===== src/rtl/lsu_lane_align.sv =====
// Byte-lane aligner for loads/stores with a one-entry registered output stage.
// Build with LR_MERGE_EN defined to include the LWL/LWR/SWL/SWR merge ops.
module lsu_lane_align #(
    parameter int DATA_W = 32
) (
    input  logic                  clk,
    input  logic                  rst,
    input  logic                  flush,
    input  logic                  in_valid,
    output logic                  in_ready,
    input  logic [3:0]            in_op,
    input  logic [$clog2(DATA_W/8)-1:0] in_addr,
    input  logic [DATA_W-1:0]     in_wdata,
    input  logic [DATA_W-1:0]     in_rdata,
    input  logic [DATA_W-1:0]     in_rt_old,
    output logic                  out_valid,
    input  logic                  out_ready,
    output logic [DATA_W/8-1:0]   out_strb,
    output logic [DATA_W-1:0]     out_wdata,
    output logic [DATA_W-1:0]     out_ldata,
    output logic                  out_err
);
    localparam int BYTES = DATA_W / 8;
    localparam int AW    = $clog2(BYTES);

    localparam logic [3:0] OP_LB  = 4'd0;
    localparam logic [3:0] OP_LBU = 4'd1;
    localparam logic [3:0] OP_LH  = 4'd2;
    localparam logic [3:0] OP_LHU = 4'd3;
    localparam logic [3:0] OP_LW  = 4'd4;
    localparam logic [3:0] OP_LD  = 4'd7;
    localparam logic [3:0] OP_SB  = 4'd8;
    localparam logic [3:0] OP_SH  = 4'd9;
    localparam logic [3:0] OP_SW  = 4'd10;
    localparam logic [3:0] OP_SD  = 4'd13;
`ifdef LR_MERGE_EN
    localparam logic [3:0] OP_LWL = 4'd5;
    localparam logic [3:0] OP_LWR = 4'd6;
    localparam logic [3:0] OP_SWL = 4'd11;
    localparam logic [3:0] OP_SWR = 4'd12;
`endif

    logic [AW-1:0]   half_base, word_base;
    logic [AW+2:0]   byte_sh, half_sh, word_sh;
    logic [7:0]      byte_v;
    logic [15:0]     half_v;
    logic [31:0]     word_v;

    logic                valid_q, valid_d;
    logic                err_q, err_d;
    logic [BYTES-1:0]    strb_q, strb_d;
    logic [DATA_W-1:0]   wdata_q, wdata_d;
    logic [DATA_W-1:0]   ldata_q, ldata_d;
    logic                accept;

    // Lane bases: halfword/word accesses start at the aligned boundary below in_addr.
    assign half_base = in_addr & ~AW'(1);
    assign word_base = in_addr & ~AW'(3);
    assign byte_sh   = {in_addr, 3'b000};
    assign half_sh   = {half_base, 3'b000};
    assign word_sh   = {word_base, 3'b000};
    assign byte_v    = 8'(in_rdata >> byte_sh);
    assign half_v    = 16'(in_rdata >> half_sh);
    assign word_v    = 32'(in_rdata >> word_sh);

`ifdef LR_MERGE_EN
    logic [1:0]  k;
    logic [31:0] lwl_v, lwr_v, swl_d, swr_d;
    logic [3:0]  swl_m, swr_m;

    assign k     = in_addr[1:0];
    assign lwl_v = (word_v << {2'd3 - k, 3'b000})
                 | (in_rt_old[31:0] & (32'hFFFF_FFFF >> {3'(k) + 3'd1, 3'b000}));
    assign lwr_v = (word_v >> {k, 3'b000})
                 | (in_rt_old[31:0] & ~(32'hFFFF_FFFF >> {k, 3'b000}));
    assign swl_m = 4'hF >> (2'd3 - k);
    assign swr_m = 4'hF << k;
    assign swl_d = in_wdata[31:0] >> {2'd3 - k, 3'b000};
    assign swr_d = in_wdata[31:0] << {k, 3'b000};
`endif

    always_comb begin
        err_d   = 1'b0;
        strb_d  = '0;
        wdata_d = '0;
        ldata_d = '0;
        case (in_op)
            OP_LB:  ldata_d = DATA_W'($signed(byte_v));
            OP_LBU: ldata_d = DATA_W'(byte_v);
            OP_LH: begin
                err_d   = in_addr[0];
                ldata_d = DATA_W'($signed(half_v));
            end
            OP_LHU: begin
                err_d   = in_addr[0];
                ldata_d = DATA_W'(half_v);
            end
            OP_LW: begin
                err_d   = (in_addr[1:0] != 2'b00);
                ldata_d = DATA_W'($signed(word_v));
            end
            OP_LD: begin
                err_d   = (DATA_W == 32) || (in_addr != '0);
                ldata_d = in_rdata;
            end
            OP_SB: begin
                strb_d  = BYTES'(1) << in_addr;
                wdata_d = DATA_W'(in_wdata[7:0]) << byte_sh;
            end
            OP_SH: begin
                err_d   = in_addr[0];
                strb_d  = BYTES'(2'b11) << half_base;
                wdata_d = DATA_W'(in_wdata[15:0]) << half_sh;
            end
            OP_SW: begin
                err_d   = (in_addr[1:0] != 2'b00);
                strb_d  = BYTES'(4'hF) << word_base;
                wdata_d = DATA_W'(in_wdata[31:0]) << word_sh;
            end
            OP_SD: begin
                err_d   = (DATA_W == 32) || (in_addr != '0);
                strb_d  = '1;
                wdata_d = in_wdata;
            end
`ifdef LR_MERGE_EN
            OP_LWL: ldata_d = DATA_W'($signed(lwl_v));
            OP_LWR: ldata_d = DATA_W'($signed(lwr_v));
            OP_SWL: begin
                strb_d  = BYTES'(swl_m) << word_base;
                wdata_d = DATA_W'(swl_d) << word_sh;
            end
            OP_SWR: begin
                strb_d  = BYTES'(swr_m) << word_base;
                wdata_d = DATA_W'(swr_d) << word_sh;
            end
`endif
            default: err_d = 1'b1;
        endcase
        // A faulting access writes nothing and leaves rt unchanged.
        if (err_d) begin
            strb_d  = '0;
            wdata_d = '0;
            ldata_d = in_rt_old;
        end
    end

    // Handshake: a beat transfers on an edge where valid && ready; the output
    // register holds while out_valid && !out_ready, and flush drops both the
    // held beat and any beat accepted in the same cycle.
    assign in_ready = !valid_q || out_ready;
    assign accept   = in_valid && in_ready;

    always_comb begin
        valid_d = valid_q;
        if (flush)          valid_d = 1'b0;
        else if (accept)    valid_d = 1'b1;
        else if (out_ready) valid_d = 1'b0;
    end

    always_ff @(posedge clk) begin
        if (rst) begin
            valid_q <= 1'b0;
            err_q   <= 1'b0;
            strb_q  <= '0;
            wdata_q <= '0;
            ldata_q <= '0;
        end else begin
            valid_q <= valid_d;
            if (accept && !flush) begin
                err_q   <= err_d;
                strb_q  <= strb_d;
                wdata_q <= wdata_d;
                ldata_q <= ldata_d;
            end
        end
    end

    assign out_valid = valid_q;
    assign out_err   = err_q;
    assign out_strb  = strb_q;
    assign out_wdata = wdata_q;
    assign out_ldata = ldata_q;
endmodule


===== config.mk =====
export PLATFORM = sky130hd
export DESIGN_NAME = lsu_lane_align
export DESIGN_NICKNAME = d
export VERILOG_FILES = /design/src/rtl/lsu_lane_align.sv
export SDC_FILE = /design/constraint.sdc
export NUM_CORES = 1
export LEC_CHECK = 0
export BUFFER_PORTS_ARGS = -buffer_cell sky130_fd_sc_hd__buf_2
export CORE_UTILIZATION = 30
export CTS_BUF_LIST = sky130_fd_sc_hd__clkbuf_16
export DETAILED_ROUTE_END_ITERATION = 16
export PLACE_DENSITY = 0.65
export SYNTH_ARGS = -nofsm -noshare
export SYNTH_HDL_FRONTEND = slang
export SYNTH_SLANG_ARGS = --single-unit

===== constraint.sdc =====
create_clock -name clk -period 2.5 [get_ports clk]
set_clock_uncertainty 0.05 [all_clocks]
set_input_delay 0.25 -clock clk [delete_from_list [all_inputs] [get_ports clk]]
set_output_delay 0.25 -clock clk [all_outputs]
set_load 0.05 [all_outputs]

* Yosys cells after proc, flatten, opt, wreduce, memory -nomap -nowiden *
Index checks and enable logic that the tools add are counted.
Widths: inputs -> output; s select.

operators by class
  reduce and logical (&&, ||, !) cells = 14
  multiplexer cells = 9
  equality and inequality tests = 9
  shifts and indexed selects = 6

operator list
  operator             number
  $pmux 32 s5          1
  $pmux 32 s3          1
  $mux 32              2
  $shl 16x5->32        1
  $shl 8x5->32         1
  $shr 32x5->16        1
  $shr 32x5->8         1
  $eq 4x4->1 const B   4
  $pmux 4 s3           1
  $eq 4x2->1 const B   2
  $eq 4x3->1 const B   2
  $reduce_or 2->1      4
  $reduce_or 3->1      2
  $eq 4x1->1 const B   1
  $logic_not 4->1      1
  $mux 4               1
  $reduce_bool 2->1    2
  $shl 1x2->4 const A  1
  $shl 2x2->4 const A  1
  $pmux 1 s3           1
  $logic_and 1x1->1    2
  $logic_not 1->1      2
  $mux 1               2
  $logic_or 1x1->1     1

word-level totals
  output and inout bits = 71
  logic and storage cells = 43
  register bits = 70

* Logic depth before layout (Yosys ltp) *
Gate-level depths: netlist (run 1).

  depth after elaboration = 4
  mapped depth = 9
  gate-level depth less buffers = 5

* Worst setup path after synthesis (run 1) *
No wires, ideal clock.

  path type = register -> register
  start = reg valid_q (netlist: out_valid)
  end = reg ldata_q[23] (netlist: out_ldata[23])
  clock period less this slack = 2389 ps
  slack = 111 ps
  stages on the path, launching flop included = 7
  data arrival time = 2264 ps
  library setup time = 74 ps
  cells stage by stage = dfxtp_1 > nand2b_1 > nand2_1 > buf_2 > buf_1 > nand2_1 > a31oi_1

between the ends
  word-level cells in the longest chain between the ends = 4

ends and longest elaborated chain
  element                   RTL line  text
  start: declaration        49        logic valid_q, valid_d;
  start signal: assignment  168       valid_q <= valid_d;
  $logic_not 1->1           150       assign in_ready = !valid_q || out_ready;
  $logic_or 1x1->1          150
  net in_ready              10        output logic in_ready,
  $logic_and 1x1->1         151       assign accept = in_valid && in_ready;
  $logic_and 1x1->1         169       if (accept && !flush) begin
  end signal: assignment    173       ldata_q <= ldata_d;
  end: declaration          53        logic [DATA_W-1:0] ldata_q, ldata_d;

The timed path passes the listed nets, and every way through them passes these cells.
A chain may end at the register's enable or synchronous reset.

* Worst setup path after layout (run 1) *
  start = in in_addr[1]
  end = reg ldata_q[28] (netlist: out_ldata[28])

between the ends
  word-level cells in the longest chain between the ends = 3
  elaborated cells between the ends (all ways) = 6

ends and longest elaborated chain
  element                                    RTL line  text
  start: declaration                         12        input logic [$clog2(DATA_W/8)-1:0] in_addr,
  $shr 32x5->16 (tied with other cells)      63        assign half_v = 16'(in_rdata >> half_sh);
  $pmux 32 s5 or $pmux 1 s3 (tied branches)  87        case (in_op)
  $mux 32 (*)                                140       if (err_d) begin

Every way passes the cells marked *; elsewhere a longest branch is shown, timed or not.

==> impl_metrics.tcl, run 1 <==
set metrics [dict create \
    antenna_left 0 \
    placed_area_mm2 0.004959 \
    htree_levels 3 \
    root_buffer "clkbuf_16" \
    synth_seq_cells 70 \
    cts_num_sinks 70 \
    place_ws_ns 0.1681 \
    cap_violations 0 \
    start_util_pct 31.17 \
    hold_path.class "primary input to register" \
    slew_violations 0 \
    start_kind "primary input" \
    yosysWarnings 0 \
    dp.cells 799 \
    io_buffer_count 177 \
    die-area_mm2 0.01374 \
    grt_max_degree 38 \
    drcViolationCount 0 \
    fin_ws_ns 0.4377 \
    synth-main-ff-cell "dfxtp_1" \
    cts-buffers-inserted 9 \
    cp_cell_sequence "buf_2 > mux2_2 > mux2i_1 > nor3_2 > o21ai_0 > a31oi_1" \
    tightest_slew_ns 0.8389 \
    ys_seq_area_share_pct 35.20 \
    drive_gt1_share_pct 34.32 \
    postCtsSetupBuffers 0 \
    cts.path.max_buffers 2 \
    postCtsResizedCells 0 \
    max_clock_freq_mhz 484.9 \
    post_drt_via_cell_ratio 5.633 \
    finalNetCount 745 \
    fin_hold_ws_ns 0.03286 \
    synth_edf_count 0 \
    fillCellCount 1322 \
    worstSetupPathType "primary input to register" \
    die_w_um 117.2 \
    dr.pass1.iters 5 \
    setup_viol 0 \
    core-area_mm2 0.01277 \
    crit_buf_inv 1 \
    slowest_delay_ns 0.69 \
    synth.area.top_cells "dfxtp_1 35%, a22oi_1 7.7%, nand3_1 4.8%, nor2_1 4.4%, a31oi_1 4.2%" \
    vdd_drop_max_uv 377.0 \
    cts_tree "built" \
    hold_viol 0 \
    timing.final.crit_period_ns 2.062 \
    antenna_found_initial 0 \
    fin_tns_setup_ns 0 \
    grt_use_total_pct 21.47 \
    final_common_cell "buf_2" \
    synth_cell_types 51 \
    die_h_um 117.2 \
    area_growth_syn_to_layout_pct 30.70 \
    netlist.area_leader.share_pct 35.20 \
    crit_required_ns 2.70 \
    insertion_delay_ns 0.34 \
    num_rows 41 \
    grt_overflow 0 \
    crit_path_max_fanout 36 \
    first_iter_violations 270 \
    diodes 0 \
    synthArstFlopShare_pct 0 \
    power_leakage_nw 2.208 \
    drt_wl_total_um 14620 \
    critical-path-slowest-cell "nor3_2" \
    avgSynthCellArea_um2 8.175 \
    vias 4580 \
    grt_pass1_vias 4424 \
    clk_pin_slew_ns 0.05 \
    gp_congestion 0.8972 \
    finalInstanceArea_mm2 0.005204 \
    synth_top_cell_by_area "dfxtp_1" \
    wl_per_cell_um 17.98 \
    syn_inst 487 \
    ios 178 \
    end_kind "register" \
    status "finished, final reports clean" \
    fin_cells 813 \
    rsz0062_at_grt "no" \
    netlist_area_mm2 0.003981 \
    layout_common_cells "177 x buf_2, 70 x dfxtp_1, 47 x nor2_1, 41 x a22oi_1, 38 x nand3_1" \
    power_density_mw_per_mm2 541.3 \
    hpwl_um 11030 \
    crit_arrival_ns 2.27 \
    cp_top_family "simple AND/OR/NAND/NOR gates" \
    ctsHoldBuffers 0 \
    relSlewSlack_pct 43.77 \
    grt_pass1_wl_um 22420 \
    syn_nets 594 \
    fin_crit_sh_pct 82.49 \
]
layout make-up:
| type | count | area (um^2) | area share, % |
|---|---|---|---|
| repair buffers | 194 | 1026 | 19.72 |
| flip-flops and latches | 70 | 1401 | 26.93 |
| well taps | 172 | 215.2 | 4.136 |
| clock inverters | 5 | 20.02 | 0.3847 |
| multi-input cells | 361 | 2308 | 44.36 |
| clock buffers | 9 | 225.2 | 4.328 |
| inverters | 2 | 7.507 | 0.1443 |
worst paths after layout:
kind	from	end	slack, ns	depth (start not counted)
worst min-delay path	flush	out_valid$_SDFFE_PP0P_	0.03	2
worst min register to register	out_strb[3]$_SDFFE_PP0P_	out_strb[3]$_SDFFE_PP0P_	0.40	2
worst max register to register	out_valid$_SDFFE_PP0P_	out_wdata[17]$_SDFFE_PP0P_	0.66	7
worst max-delay path	in_addr[1]	out_ldata[28]$_SDFFE_PP0P_	0.44	6
power breakdown:
group | internal (W) | switching, W | total (W) | leakage [nW]
combinational | 0.000194 | 0.000375 | 0.000568 | 1.52
sequential | 0.00114 | 0.0000131 | 0.00116 | 0.567
clock | 0.000643 | 0.000449 | 0.00109 | 0.125
total | 0.00198 | 0.000837 | 0.00282 | 2.21
layer usage:
layer	share of wire, %	track usage (%)
met5	0	0
met1	39	23.30
met4	3.1	10.38
met2	48	37.84
met3	9.7	6.746
stage by stage:
stage,power (W),util [%]
2_1_floorplan,0.001541,-
3_3_place_gp,0.001733,38.82
3_5_place_dp,0.001745,38.82
4_1_cts,0.002845,40.74
5_1_grt,0.002941,40.74
6_report,0.002817,40.74
state kept, by name, summed over array words and instances (netlist names):
name	count
out_ldata	32
out_wdata	32
out_strb	4
out_err	1
out_valid	1
cells in the mapped netlist, drive strengths merged, types with 2 or more instances:
master / number
a2111oi: 2
a211oi: 10
a21oi: 26
a22o: 8
a22oi: 41
a31oi: 27
a32o: 12
a32oi: 7
and2: 6
and3: 16
and3b: 2
buf: 23
clkbuf: 31
dfxtp: 70
inv: 2
mux2: 3
mux2i: 6
nand2: 38
nand2b: 4
nand3: 38
nand4b: 4
nor2: 47
nor2b: 5
nor3: 2
nor4b: 2
nor4bb: 3
o21ai: 22
o21bai: 3
o221ai: 4
o2bb2ai: 8
or2: 2
xnor2: 2
cell families (layout without fill, tap and decap cells):
logic type | after synthesis | in the layout | synth area share, %
AOI/OAI and AO/OA | 175 | 175 | 31.74
and+or+nand+nor | 174 | 174 | 22.82
DFF | 70 | 70 | 35.20
buffers and inverters | 56 | 210 | 6.882
muxes | 10 | 10 | 2.923
xor gates and xnor gates | 2 | 2 | 0.4401
Note: power is estimated with default switching activity, not from simulation.
==> inputs of run 2 (changes only) <==
Clock period 2.5 ns to 2.1 ns, I/O delays scaled along.
==> run 2 against run 1 <==
Net effect:
- highest routed layer unchanged
- critical path depth unchanged
- die area unchanged
- non-clock buffer count rose by 11
- final area is 4.2% higher
- critical path type is now register to register
- worst hold slack better by 0.025 ns
- sequential power increased by 19%
- global-route usage is 0.56 points higher
==> impl_metrics.tcl, run 2 (synthesis gave the netlist of run 1 again) <==
set metrics [dict create \
    area_growth_syn_to_layout_pct 36.17 \
    diodes 0 \
    drcViolationCount 0 \
    sw_frac_of_total_pct 26.76 \
    tightest_slew_ns 0.8470 \
    drive_gt1_share_pct 36.24 \
    antenna_found_initial 0 \
    r2r-start "out_valid$_SDFFE_PP0P_" \
    htree_levels 3 \
    cts_num_sinks 70 \
    crit_required_ns 2.32 \
    switchingPower_w 0.001053 \
    cts.path.max_buffers 2 \
    rsz0062_at_grt "no" \
    endpoint "out_wdata[1]$_SDFFE_PP0P_" \
    wl_per_cell_um 18.07 \
    die_w_um 117.2 \
    cp_cell_sequence "nand2b_2 > nand2_2 > buf_4 > a2111oi_4 > a22oi_1 > nor2_1" \
    power_density_mw_per_mm2 725.7 \
    fin_hold_ws_ns 0.05767 \
    grt_pass1_wl_um 22830 \
    p_int_w 0.002882 \
    start_util_pct 31.17 \
    crit_path_max_fanout 21 \
    final_common_cell "buf_2" \
    slowest_delay_ns 0.61 \
    crit_cells 6 \
    post_drt_via_cell_ratio 5.538 \
    core-area_mm2 0.01277 \
    dr.pass1.iters 4 \
    num_rows 41 \
    crit_path_start "out_valid$_SDFFE_PP0P_" \
    vias 4574 \
    grt_overflow 0 \
    cts-buffers-inserted 9 \
    worstSetupPathType "register to register" \
    hold_viol 0 \
    crit_buf_inv 1 \
    timing.final.crit_period_ns 1.805 \
    postCtsSetupBuffers 0 \
    die_h_um 117.2 \
    end_kind "register" \
    total_power_w 0.003934 \
    crit_arrival_ns 2.03 \
    insertion_delay_ns 0.34 \
    gp_congestion 0.8645 \
    start_kind "register" \
    clk_pin_slew_ns 0.05 \
    fin_crit_sh_pct 85.95 \
    utilization_pct 42.44 \
    cp_top_family "compound AO/OA/AOI/OAI gates" \
    slew_violations 0 \
    r2r_end "out_wdata[1]$_SDFFE_PP0P_" \
    grt_max_degree 71 \
    postCtsResizedCells 0 \
    vdd_drop_max_uv 370.8 \
    relSlewSlack_pct 43.23 \
    antenna_left 0 \
    power_leakage_nw 2.313 \
    cts_tree "built" \
    ios 178 \
    layout_common_cells "177 x buf_2, 69 x dfxtp_1, 47 x nor2_1, 41 x a22oi_1, 38 x nand3_1" \
    cap_violations 0 \
    hold_path.class "primary input to register" \
    drt_wl_total_um 14920 \
    seqPwrFrac_pct 35.0 \
    finalNetCount 756 \
    ff2ff_setup_slack_ns 0.29 \
    fin_tns_setup_ns 0 \
    critical-path-slowest-cell "a2111oi_4" \
    hpwl_um 11130 \
    first_iter_violations 291 \
    max_clock_freq_mhz 554.0 \
    die-area_mm2 0.01374 \
    grt_pass1_vias 4410 \
    reg2reg_depth 6 \
    grt_use_total_pct 22.03 \
    setup_viol 0 \
    ctsHoldBuffers 1 \
    pwr-share-clk_pct 47.3 \
    pwr-share-comb_pct 17.7 \
    status "finished, final reports clean" \
    io_buffer_count 177 \
    root_buffer "clkbuf_16" \
]
## run 2: cell types whose count changed in the layout (fill, tap and decap cells not counted), sizes merged
| cell | change |
|---|---|
| clkinv | -2 |
| clkinvlp | +1 |
| dlygate4sd3 | +1 |
| inv | -1 |
| buf | +10 |
| bufinv | +4 |
## run 2: per-layer routing
metal / part of all wire [%] / GRT usage [%] / up-vias / wire length (um)
met5: 0 / 0 / - / 0
met4: 2.0 / 8.861 / 0 / 295
met3: 8.7 / 5.922 / 23 / 1302
met2: 49 / 38.39 / 235 / 7256
met1: 41 / 25.53 / 2149 / 6069
li1: - / - / 2167 / -
## run 2: metrics by stage
stage,std cells,setup WS (ns),instance area (um^2)
after floorplan,487,0.1342,3985
after global placement,809,0.1783,5050
after detailed placement,809,0.1337,5050
after CTS,826,0.3072,5421
after global routing,826,0.1814,5421
final,826,0.2950,5421
## run 2: tightest hold or removal path, stage by stage
cell      delay [ns]
buf_2           0.10
inv_1           0.04
a211oi_1        0.05
## run 2: power groups by stage
stage | Sequential [W] | Combinational, W | Clock (W)
finish | 0.00138 | 0.000696 | 0.00186
global route | 0.00138 | 0.000751 | 0.00194
CTS | 0.00138 | 0.000694 | 0.00189
detailed placement | 0.00141 | 0.000690 | 0
global placement | 0.00140 | 0.000681 | 0
floorplan | 0.00152 | 0.000319 | 0
## run 2: final cells by class
type	count	area [um^2]
fillers	1318	7352
multi-input cells	361	2311
clock buffers	9	225.2
flip-flops and latches	70	1403
well taps	172	215.2
clock inverters	7	136.4
repair buffers	205	1124
inverters	2	7.507
## run 2: worst min-delay path by stage
stage	start	endpoint	slack, ns	cells after the start
5_1_grt	in_valid	out_valid$_SDFFE_PP0P_	0.08	3
3_3_place_gp	flush	out_valid$_SDFFE_PP0P_	0.33	2
3_5_place_dp	flush	out_valid$_SDFFE_PP0P_	0.34	2
4_1_cts	in_valid	out_valid$_SDFFE_PP0P_	0.04	3
2_1_floorplan	flush	out_valid$_SDFFE_PP0P_	0.23	1
6_report	in_valid	out_valid$_SDFFE_PP0P_	0.06	3
